**src/rtl/i_ram_loader_pkg.sv**
```systemverilog
// Shared definitions for the i_ram serial boot loader.
//   state_t        : loader frame-parser states
//   START_BYTE_DEF : default frame start marker
//   tmo_width()    : width of the inter-byte timeout counter (never below 17)
package i_ram_loader_pkg;

  typedef enum logic [2:0] {
    IDLE    = 3'd0,
    LEN_HI  = 3'd1,
    LEN_LO  = 3'd2,
    DATA_HI = 3'd3,
    DATA_LO = 3'd4,
    CHK     = 3'd5
  } state_t;

  localparam logic [7:0] START_BYTE_DEF = 8'hA5;

  function automatic int tmo_width(input int cyc);
    int w;
    w = $clog2(cyc + 1);
    return (w < 17) ? 17 : w;
  endfunction

endpackage

```
**src/rtl/i_ram_loader_if.sv**
```systemverilog
// Byte-stream input and i_ram write port of the boot loader.
//   rx_data/rx_valid/rx_ready : byte stream from uart_rx (consumed on valid&ready)
//   w_addr/din/w_en           : i_ram write port
// Modports:
//   master : stream source / RAM side (drives bytes, observes writes)
//   slave  : the loader (consumes bytes, drives writes)
interface i_ram_loader_if #(
  parameter int addr_width = 12,
  parameter int data_width = 16
) ();
  logic [7:0]            rx_data;
  logic                  rx_valid;
  logic                  rx_ready;
  logic [addr_width-1:0] w_addr;
  logic [data_width-1:0] din;
  logic                  w_en;

  modport master (output rx_data, rx_valid, input rx_ready, w_addr, din, w_en);
  modport slave  (input rx_data, rx_valid, output rx_ready, w_addr, din, w_en);
endinterface

```
**src/rtl/i_ram_loader.sv**
```systemverilog
// Serial boot loader for the instruction RAM.
// Parses START, LEN_HI, LEN_LO, LEN x {hi, lo}, CHK from the byte stream,
// writes each 16-bit word into i_ram and holds the CPU in reset while loading.
// Ports:
//   clk, rst  : clock, synchronous active-high reset
//   bus       : byte stream in + i_ram write port (slave modport)
//   cpu_rst   : hold CPU in reset (set on START, cleared only by a good frame)
//   busy      : frame in progress
//   load_done : one-cycle pulse after a good checksum
//   load_err  : sticky error, cleared when the next START is accepted
module i_ram_loader
  import i_ram_loader_pkg::*;
#(
  parameter int         addr_width  = 12,
  parameter int         data_width  = 16,
  parameter logic [7:0] START_BYTE  = START_BYTE_DEF,
  parameter int         TIMEOUT_CYC = 100000
) (
  input  logic              clk,
  input  logic              rst,
  i_ram_loader_if.slave     bus,
  output logic              cpu_rst,
  output logic              busy,
  output logic              load_done,
  output logic              load_err
);

  localparam int          TW    = tmo_width(TIMEOUT_CYC);
  // Legal length ceiling is the full RAM depth, so 17 bits are needed.
  localparam logic [16:0] DEPTH = 17'(1) << addr_width;

  state_t                state_q, state_n;
  logic [7:0]            hi_q, hi_n;      // LEN_HI, then each data hi byte
  logic [addr_width-1:0] addr_q, addr_n;
  logic [15:0]           rem_q, rem_n;
  logic [7:0]            chk_q, chk_n;
  logic [TW-1:0]         tmo_q, tmo_n;
  logic                  w_en_q, w_en_n;
  logic [addr_width-1:0] w_addr_q, w_addr_n;
  logic [data_width-1:0] din_q, din_n;
  logic                  cpu_rst_q, cpu_rst_n;
  logic                  done_q, done_n;
  logic                  err_q, err_n;

  logic       take;
  logic [7:0] b;
  logic [15:0] len;

  assign take = bus.rx_valid;   // always ready
  assign b    = bus.rx_data;

  always_comb begin
    state_n   = state_q;
    hi_n      = hi_q;
    addr_n    = addr_q;
    rem_n     = rem_q;
    chk_n     = chk_q;
    tmo_n     = '0;
    w_en_n    = 1'b0;
    w_addr_n  = w_addr_q;
    din_n     = din_q;
    cpu_rst_n = cpu_rst_q;
    done_n    = 1'b0;
    err_n     = err_q;
    len       = {hi_q, b};

    if (take) begin
      // An accepted byte always wins over timeout expiry; tmo_n stays 0.
      unique case (state_q)
        IDLE: if (b == START_BYTE) begin
          state_n   = LEN_HI;
          cpu_rst_n = 1'b1;
          err_n     = 1'b0;
          chk_n     = '0;
          addr_n    = '0;
        end
        LEN_HI: begin
          hi_n    = b;
          chk_n   = chk_q ^ b;
          state_n = LEN_LO;
        end
        LEN_LO: begin
          chk_n = chk_q ^ b;
          rem_n = len;
          if ({1'b0, len} > DEPTH) begin
            err_n   = 1'b1;
            state_n = IDLE;
          end else if (len == 16'd0) begin
            state_n = CHK;
          end else begin
            state_n = DATA_HI;
          end
        end
        DATA_HI: begin
          hi_n    = b;
          chk_n   = chk_q ^ b;
          state_n = DATA_LO;
        end
        DATA_LO: begin
          chk_n    = chk_q ^ b;
          w_en_n   = 1'b1;
          w_addr_n = addr_q;
          din_n    = data_width'({hi_q, b});
          addr_n   = addr_q + 1'b1;   // wraps harmlessly after the last word
          rem_n    = rem_q - 16'd1;
          state_n  = (rem_q == 16'd1) ? CHK : DATA_HI;
        end
        CHK: begin
          if (b == chk_q) begin
            cpu_rst_n = 1'b0;
            done_n    = 1'b1;
          end else begin
            err_n = 1'b1;
          end
          state_n = IDLE;
        end
        default: state_n = IDLE;
      endcase
    end else if (state_q != IDLE) begin
      // cpu_rst is deliberately left set: RAM holds a partial image.
      if (tmo_q == TW'(TIMEOUT_CYC - 1)) begin
        err_n   = 1'b1;
        state_n = IDLE;
      end else begin
        tmo_n = tmo_q + 1'b1;
      end
    end
  end

  always_ff @(posedge clk) begin
    if (rst) begin
      state_q   <= IDLE;
      hi_q      <= '0;
      addr_q    <= '0;
      rem_q     <= '0;
      chk_q     <= '0;
      tmo_q     <= '0;
      w_en_q    <= 1'b0;
      w_addr_q  <= '0;
      din_q     <= '0;
      cpu_rst_q <= 1'b0;
      done_q    <= 1'b0;
      err_q     <= 1'b0;
    end else begin
      state_q   <= state_n;
      hi_q      <= hi_n;
      addr_q    <= addr_n;
      rem_q     <= rem_n;
      chk_q     <= chk_n;
      tmo_q     <= tmo_n;
      w_en_q    <= w_en_n;
      w_addr_q  <= w_addr_n;
      din_q     <= din_n;
      cpu_rst_q <= cpu_rst_n;
      done_q    <= done_n;
      err_q     <= err_n;
    end
  end

  assign bus.rx_ready = 1'b1;
  assign bus.w_en     = w_en_q;
  assign bus.w_addr   = w_addr_q;
  assign bus.din      = din_q;
  assign cpu_rst      = cpu_rst_q;
  assign busy         = (state_q != IDLE);
  assign load_done    = done_q;
  assign load_err     = err_q;

endmodule
```
**src/flat_wrapper.sv**
```systemverilog
// flat-port wrapper written by rule: the top's interface ports become plain ports
module i_ram_loader_flat import i_ram_loader_pkg::*;
#(
  parameter int         addr_width  = 12,
  parameter int         data_width  = 16,
  parameter logic [7:0] START_BYTE  = START_BYTE_DEF,
  parameter int         TIMEOUT_CYC = 100000
)
  (clk, rst, cpu_rst, busy, load_done, load_err, bus_rx_data, bus_rx_valid, bus_rx_ready, bus_w_addr, bus_din, bus_w_en);
  i_ram_loader_if #(.addr_width(addr_width), .data_width(data_width)) bus_i ();
  input  logic clk;
  input  logic rst;
  output logic cpu_rst;
  output logic busy;
  output logic load_done;
  output logic load_err;
  input wire logic [$bits(bus_i.rx_data)-1:0] bus_rx_data;
  input wire logic [$bits(bus_i.rx_valid)-1:0] bus_rx_valid;
  output wire logic [$bits(bus_i.rx_ready)-1:0] bus_rx_ready;
  output wire logic [$bits(bus_i.w_addr)-1:0] bus_w_addr;
  output wire logic [$bits(bus_i.din)-1:0] bus_din;
  output wire logic [$bits(bus_i.w_en)-1:0] bus_w_en;
  assign bus_i.rx_data = bus_rx_data;
  assign bus_i.rx_valid = bus_rx_valid;
  assign bus_rx_ready = bus_i.rx_ready;
  assign bus_w_addr = bus_i.w_addr;
  assign bus_din = bus_i.din;
  assign bus_w_en = bus_i.w_en;
  i_ram_loader #(.addr_width(addr_width), .data_width(data_width), .START_BYTE(START_BYTE), .TIMEOUT_CYC(TIMEOUT_CYC)) u_core (.clk(clk), .rst(rst), .bus(bus_i), .cpu_rst(cpu_rst), .busy(busy), .load_done(load_done), .load_err(load_err));
endmodule
```
**config.mk**
```make
export PLATFORM = sky130hd
export DESIGN_NAME = i_ram_loader_flat
export DESIGN_NICKNAME = d
export VERILOG_FILES = /design/src/rtl/i_ram_loader_pkg.sv /design/src/rtl/i_ram_loader_if.sv /design/src/rtl/i_ram_loader.sv /design/src/flat_wrapper.sv
export SDC_FILE = /design/constraint.sdc
export NUM_CORES = 1
export LEC_CHECK = 0
export ABC_AREA = 1
export CAP_MARGIN = 20
export CORE_MARGIN = 5
export CORE_UTILIZATION = 30
export CTS_BUF_LIST = sky130_fd_sc_hd__clkbuf_4 sky130_fd_sc_hd__clkbuf_8
export CTS_CLUSTER_DIAMETER = 200
export CTS_CLUSTER_SIZE = 10
export DETAILED_ROUTE_END_ITERATION = 10
export HOLD_SLACK_MARGIN = 0.05
export RECOVER_POWER = 100
export SYNTH_ARGS = -nofsm -noshare
export SYNTH_HDL_FRONTEND = slang
export SYNTH_SLANG_ARGS = --single-unit
```
**constraint.sdc**
```tcl
create_clock -name clk -period 3.55 [get_ports clk]
set_clock_uncertainty 0.15 [all_clocks]
set_input_delay 0.355 -clock clk [delete_from_list [all_inputs] [get_ports clk]]
set_output_delay 0.355 -clock clk [all_outputs]
set_load 0.02 [all_outputs]
```
==> flow_summary_export.csv <==
group,metric,value,unit
synth,synthTopCellsByArea,"dfxtp_1, nand2_1, a21oi_1",
synth,ys_seq_elements,96,
final_layout,fillCellCount,1631,
timing,slew_headroom,44.8,%
timing,hold_viol,0,
timing,setup_viol,0,
final_layout,finalCoreUtilization,35.0,%
die,row_count,45,
die,die_x,134,um
synth,synth_edf_count,0,
detailed_routing,wl_per_cell,13.4,um
timing,fin_setup_tns,0,ps
timing,hold_ws,310,ps
power_and_ir_drop,power.total,0.00200,W
setup_path,cp_slowest_cell,"clkbuf_2",
synth,synth_simple_gate_area_share,29.6,%
final_layout,final_common_cell,"nand2_1",
clock_network,clockBufferDepth,2,
setup_path,path_cells,"nor2_1 -> nand2_4 -> nor2_1 -> clkbuf_2 -> nand2_1 -> o21ai_0 -> o21ai_0 -> a21oi_1",
synth,synth_ff_type,"dfxtp_1",
final_layout,multi_input_area,2260,um^2
clock_network,cts_resized,0,
power_and_ir_drop,powerDensity,378,nW/um^2
clock_network,cts_sinks,96,
setup_path,crit_type,"reg2reg",
detailed_routing,drtIter0Drc,264,
clock_network,cts-hold-fix-buffers,0,
grt,overflow,0,
synth,synth_xor_xnor_area_share,1.71,%
die,die_area,17900,um^2
clock_network,post_cts.repair.setup_buffers,0,
synth,syn_area_per_cell,6.95,um^2
job,drv_cap,0,
grt,antenna_found_initial,0,
detailed_routing,drt-pass1-iter-count,5,
detailed_routing,finalWirelength,11900,um
timing,worstMarginPinSlew,828,ps
detailed_routing,vias_per_cell,4.82,
synth,synth-async-reset-ratio,0,%
synth,synth-compound-area-share,17.3,%
die,core_area,15100,um^2
synth,synth_top_area_share,41.8,%
timing,fmax,378,MHz
grt,grt_pass1_wl,19700,um
final_layout,nets,709,
placed_design,dpl.hpwl,8400,um
placed_design,io_buffers,43,
clock_network,tritoncts,"built",
synth,synthMuxAreaShare,0,%
final_layout,regArea,1920,um^2
setup_path,path_max_fanout,49,
die,start_util,30.4,%
placed_design,pre_cts_slack,962,ps
final_layout,drive_above_1_share,4.72,%
detailed_routing,vias,4278,
timing,setup_slack,901,ps
setup_path,cp.arrival,2820,ps
final_layout,syn2layout_area_growth,15.4,%
power_and_ir_drop,p_leak,2.12,nW
clock_network,insertion_delay,390,ps
grt,grt_pass1_vias,3933,
min_path,min_path_type,"reg2reg",
status,status,"complete, no violations",
final_layout,antennaDiodeCount,0,
setup_path,max_stage_delay,670,ps
die,die_height,134,um
clock_network,cts.clk_slew.worst_paths,90,ps
synth,synth_cell_types,42,
synth,syn-num-nets,677,
timing,slew_viol_final,0,
setup_path,cp-start-kind,"register",
timing,fin_crit,2650,ps
synth,synth_cells,662,
setup_path,cp-end-kind,"register",
placed_design,globalplace.congestion,0.843,
timing,rsz0062_at_grt,"false",
grt,grt_max_degree,50,
synth,synth_top_family_by_area,"simple AND/OR/NAND/NOR gates",
clock_network,cts-root-buf,"clkbuf_8",
synth,synth-seq-area-share,41.8,%
synth,yosys.area.top_type,"dfxtp_1",
synth,syn_area,4600,um^2
setup_path,cp.required,3720,ps
detailed_routing,post-route-drc-count,0,
clock_network,cts_max_level,3,
power_and_ir_drop,ir_drop,0.000181,V
synth,yosys.area_share.adder,1.09,%
clock_network,cts_buffers,9,
timing,period_share,74.6,%
synth,yosys_warnings,0,
die,io_pins,45,
final_layout,final_cell_mix,"nand2_1, dfxtp_1, nor2_1",
grt,gr-usage-all-layers,13.6,%
detailed_routing,ant_nets,0,
logic make-up after synthesis:
group / after synthesis
flip-flops: 96
buffers and inverters: 93
other: 1
AND/OR/NAND/NOR: 308
adder cells (fa/ha/maj): 4
AO/OA/AOI/OAI: 151
XOR/XNOR: 9
layout make-up:
cell class | instances | area share (%)
clock buffer | 9 | 2.33
clock inverter | 7 | 1.16
inverter | 67 | 4.81
multi-input combinational | 473 | 42.5
sequential | 96 | 36.2
tap | 188 | 4.43
timing repair buffer | 47 | 8.56
critical path, delay by kind of cell (launching register included):
kind	cells	cell delay [ps]
compound gates	3	400
flops	1	410
buf+inv	1	670
simple gates	4	950
where the power goes:
part	switching (W)	internal (W)	total [W]	leakage, nW
Combinational	0.000137	0.0000636	0.000201	1.26
Clock	0.000434	0.000269	0.000703	0.0940
Sequential	0.0000116	0.00109	0.00110	0.774
path summary, 6_finish.rpt:
kind                     start                to  slack [ps]  depth (start not counted)
min            u_core.tmo_q[0]   u_core.tmo_q[0]         310                          1
max          u_core.state_q[0]  u_core.addr_q[8]         900                          8
max reg2reg  u_core.state_q[0]  u_core.addr_q[8]         900                          8
min reg2reg    u_core.tmo_q[0]   u_core.tmo_q[0]         310                          1
metal layers:
| layer | GRT usage (%) | vias to the layer above | routed length, um |
|---|---|---|---|
| met5 | 0 | - | 0 |
| li1 | - | 2243 | - |
| met3 | 2.63 | 18 | 428 |
| met1 | 18.3 | 1946 | 5940 |
| met2 | 21.3 | 71 | 5290 |
| met4 | 5.60 | 0 | 253 |
sequential cells by signal, summed over array words and instances, names as in the netlist, 3 cells and up:
register / flops
u_core.rem_q: 16
u_core.bus.w_addr: 12
u_core.hi_q: 8
u_core.tmo_q: 17
u_core.bus.din: 16
u_core.addr_q: 12
u_core.state_q: 3
u_core.chk_q: 8
cell usage after synthesis (3+ instances only):
| library cell | count |
|---|---|
| clkbuf_1 | 10 |
| nand3_1 | 39 |
| nor2_1 | 90 |
| o21ai_0 | 57 |
| nor2_2 | 3 |
| o21ai_1 | 3 |
| inv_2 | 3 |
| nor3_1 | 12 |
| dfxtp_1 | 96 |
| nand4_1 | 15 |
| nand2_1 | 131 |
| buf_2 | 9 |
| o211ai_1 | 3 |
| nor4_1 | 3 |
| ha_1 | 4 |
| xnor2_1 | 7 |
| a21oi_1 | 74 |
| nor3_2 | 3 |
| inv_1 | 62 |
| buf_4 | 4 |
| a31oi_1 | 3 |
metrics by stage:
step | cells | cell area (um^2)
finish | 887 | 5310
global route | 887 | 5310
floorplan | 662 | 4600
detailed placement | 871 | 5160
global placement | 871 | 5160
CTS | 887 | 5350
Power figures use the tool's default switching activity.
==> RTL edit: new RTL, same settings <==
`hi_q`, `addr_q`, `w_addr_q` and `din_q` no longer have a reset.
--- a/src/rtl/i_ram_loader.sv
+++ b/src/rtl/i_ram_loader.sv
@@ -130,31 +130,30 @@
   always_ff @(posedge clk) begin
     if (rst) begin
       state_q   <= IDLE;
-      hi_q      <= '0;
-      addr_q    <= '0;
       rem_q     <= '0;
       chk_q     <= '0;
       tmo_q     <= '0;
       w_en_q    <= 1'b0;
-      w_addr_q  <= '0;
-      din_q     <= '0;
       cpu_rst_q <= 1'b0;
       done_q    <= 1'b0;
       err_q     <= 1'b0;
     end else begin
       state_q   <= state_n;
-      hi_q      <= hi_n;
-      addr_q    <= addr_n;
       rem_q     <= rem_n;
       chk_q     <= chk_n;
       tmo_q     <= tmo_n;
       w_en_q    <= w_en_n;
-      w_addr_q  <= w_addr_n;
-      din_q     <= din_n;
       cpu_rst_q <= cpu_rst_n;
       done_q    <= done_n;
       err_q     <= err_n;
     end
+  end
+
+  always_ff @(posedge clk) begin
+    hi_q     <= hi_n;
+    addr_q   <= addr_n;
+    w_addr_q <= w_addr_n;
+    din_q    <= din_n;
   end
 
   assign bus.rx_ready = 1'b1;
Check against the original RTL: differs if rst is asserted again (counterexample within 10 cycles, from zero or initial values and one cycle with rst high); with rst held inactive, the same outputs for 10 cycles.
==> RTL edit against the original RTL <==
  * Sequential cell count unchanged
  * Wire length down 11%
  * Non-clock buffer count up 1
  * Utilization up 0.39 points
  * Count of clock-buffer cells in the layout unchanged
  * First-iteration DRC count up 8.3%
  * Design area up 0.73%
  * Worst setup slack better by 0.014 ns
  * Area after synthesis down 0.38%
  * Die area down 0.35%
  * Critical endpoint is now u_core.rem_q[14]$_SDFFE_PP0P_
  * Highest routed layer unchanged
Power is not compared: it rests on default switching activity, and its combinational part moved more than twofold at a synthesized area within 25%.
==> RTL edit: results (changes against the original RTL) <==
metric,value,unit,change
place_ws,1.18,ns,+0.221 ns
worst_pin_slew,0.763,ns,-0.0650 ns
cp_delay_by_family_top,buffers and inverters,,
use_met1,16.1,%,-2.2 points
reg2regPathDepth,9,,+1
finalHoldWorstSlack,0.307,ns,-0.00256 ns
cp_slowest_cell,inv_1,,
r2r-end,u_core.rem_q[14]$_SDFFE_PP0P_,,
largest_fanout_on_the_critical_path,37,,-24%
grt_util_met3,3.44,%,+0.81 points
final-instance-count-excl-fill,777,,-12%
grt_pass1_vias,3574,,-9.1%
synthesis.area_per_instance,8.48,um2,+22%
fin_nets,599,,-16%
final.period_utilization,74.2,%,-0.40 points
met2_wirelength,4990,um,-5.7%
status,"complete, no violations",,
hpwl,7790,um,-7.3%
yosys-top-cells-area,"edfxtp_1 31%, dfxtp_1 21%, nand2_1 7.9%",,
synth_cell_type_count,45,,+7.1%
dr_total_vias,3666,,-14%
dp_cells,761,,-13%
synthTopCellsByCount,"96 x nand2_1, 84 x nor2_1, 59 x inv_1, 48 x dfxtp_1, 48 x edfxtp_1",,
clk-insertion-delay-late,0.37,ns,-0.02 ns
detailroute.wirelength.met3,555,um,+30%
gp_congestion,0.836,,-0.84%
-- RTL edit: changes by cell type in the layout (fill, tap and decap cells not counted), sizes merged, moves of 3 or more --
cell,change
nor3,-3
o21ai,-27
dfxtp,-48
clkdlybuf4s50,-7
nand3,-10
a21oi,-34
edfxtp,+48
dlygate4sd3,+7
nand2,-33
nand4,-6
-- RTL edit: cells by family (layout without fill, tap and decap cells) --
family | Yosys count | count (layout) | synth area share (%)
AO/OA/AOI/OAI | 93 | 93 | 11.7
other | 1 | 1 | 0.0818
AND/OR/NAND/NOR | 253 | 253 | 24.7
adder cells (fa/ha/maj) | 4 | 4 | 1.09
flip-flops | 96 | 96 | 52.4
XOR/XNOR | 13 | 13 | 2.48
buffers and inverters | 80 | 129 | 7.51
-- RTL edit: area by class of cell --
class / count / area (um2)
Timing Repair Buffer: 48 / 460
Inverter: 65 / 249
Clock buffer: 9 / 124
Clock inverter: 7 / 100
Multi-Input combinational cell: 364 / 1780
Sequential cell: 96 / 2400
Fill cell: 1585 / 9740
Tap cell: 188 / 235
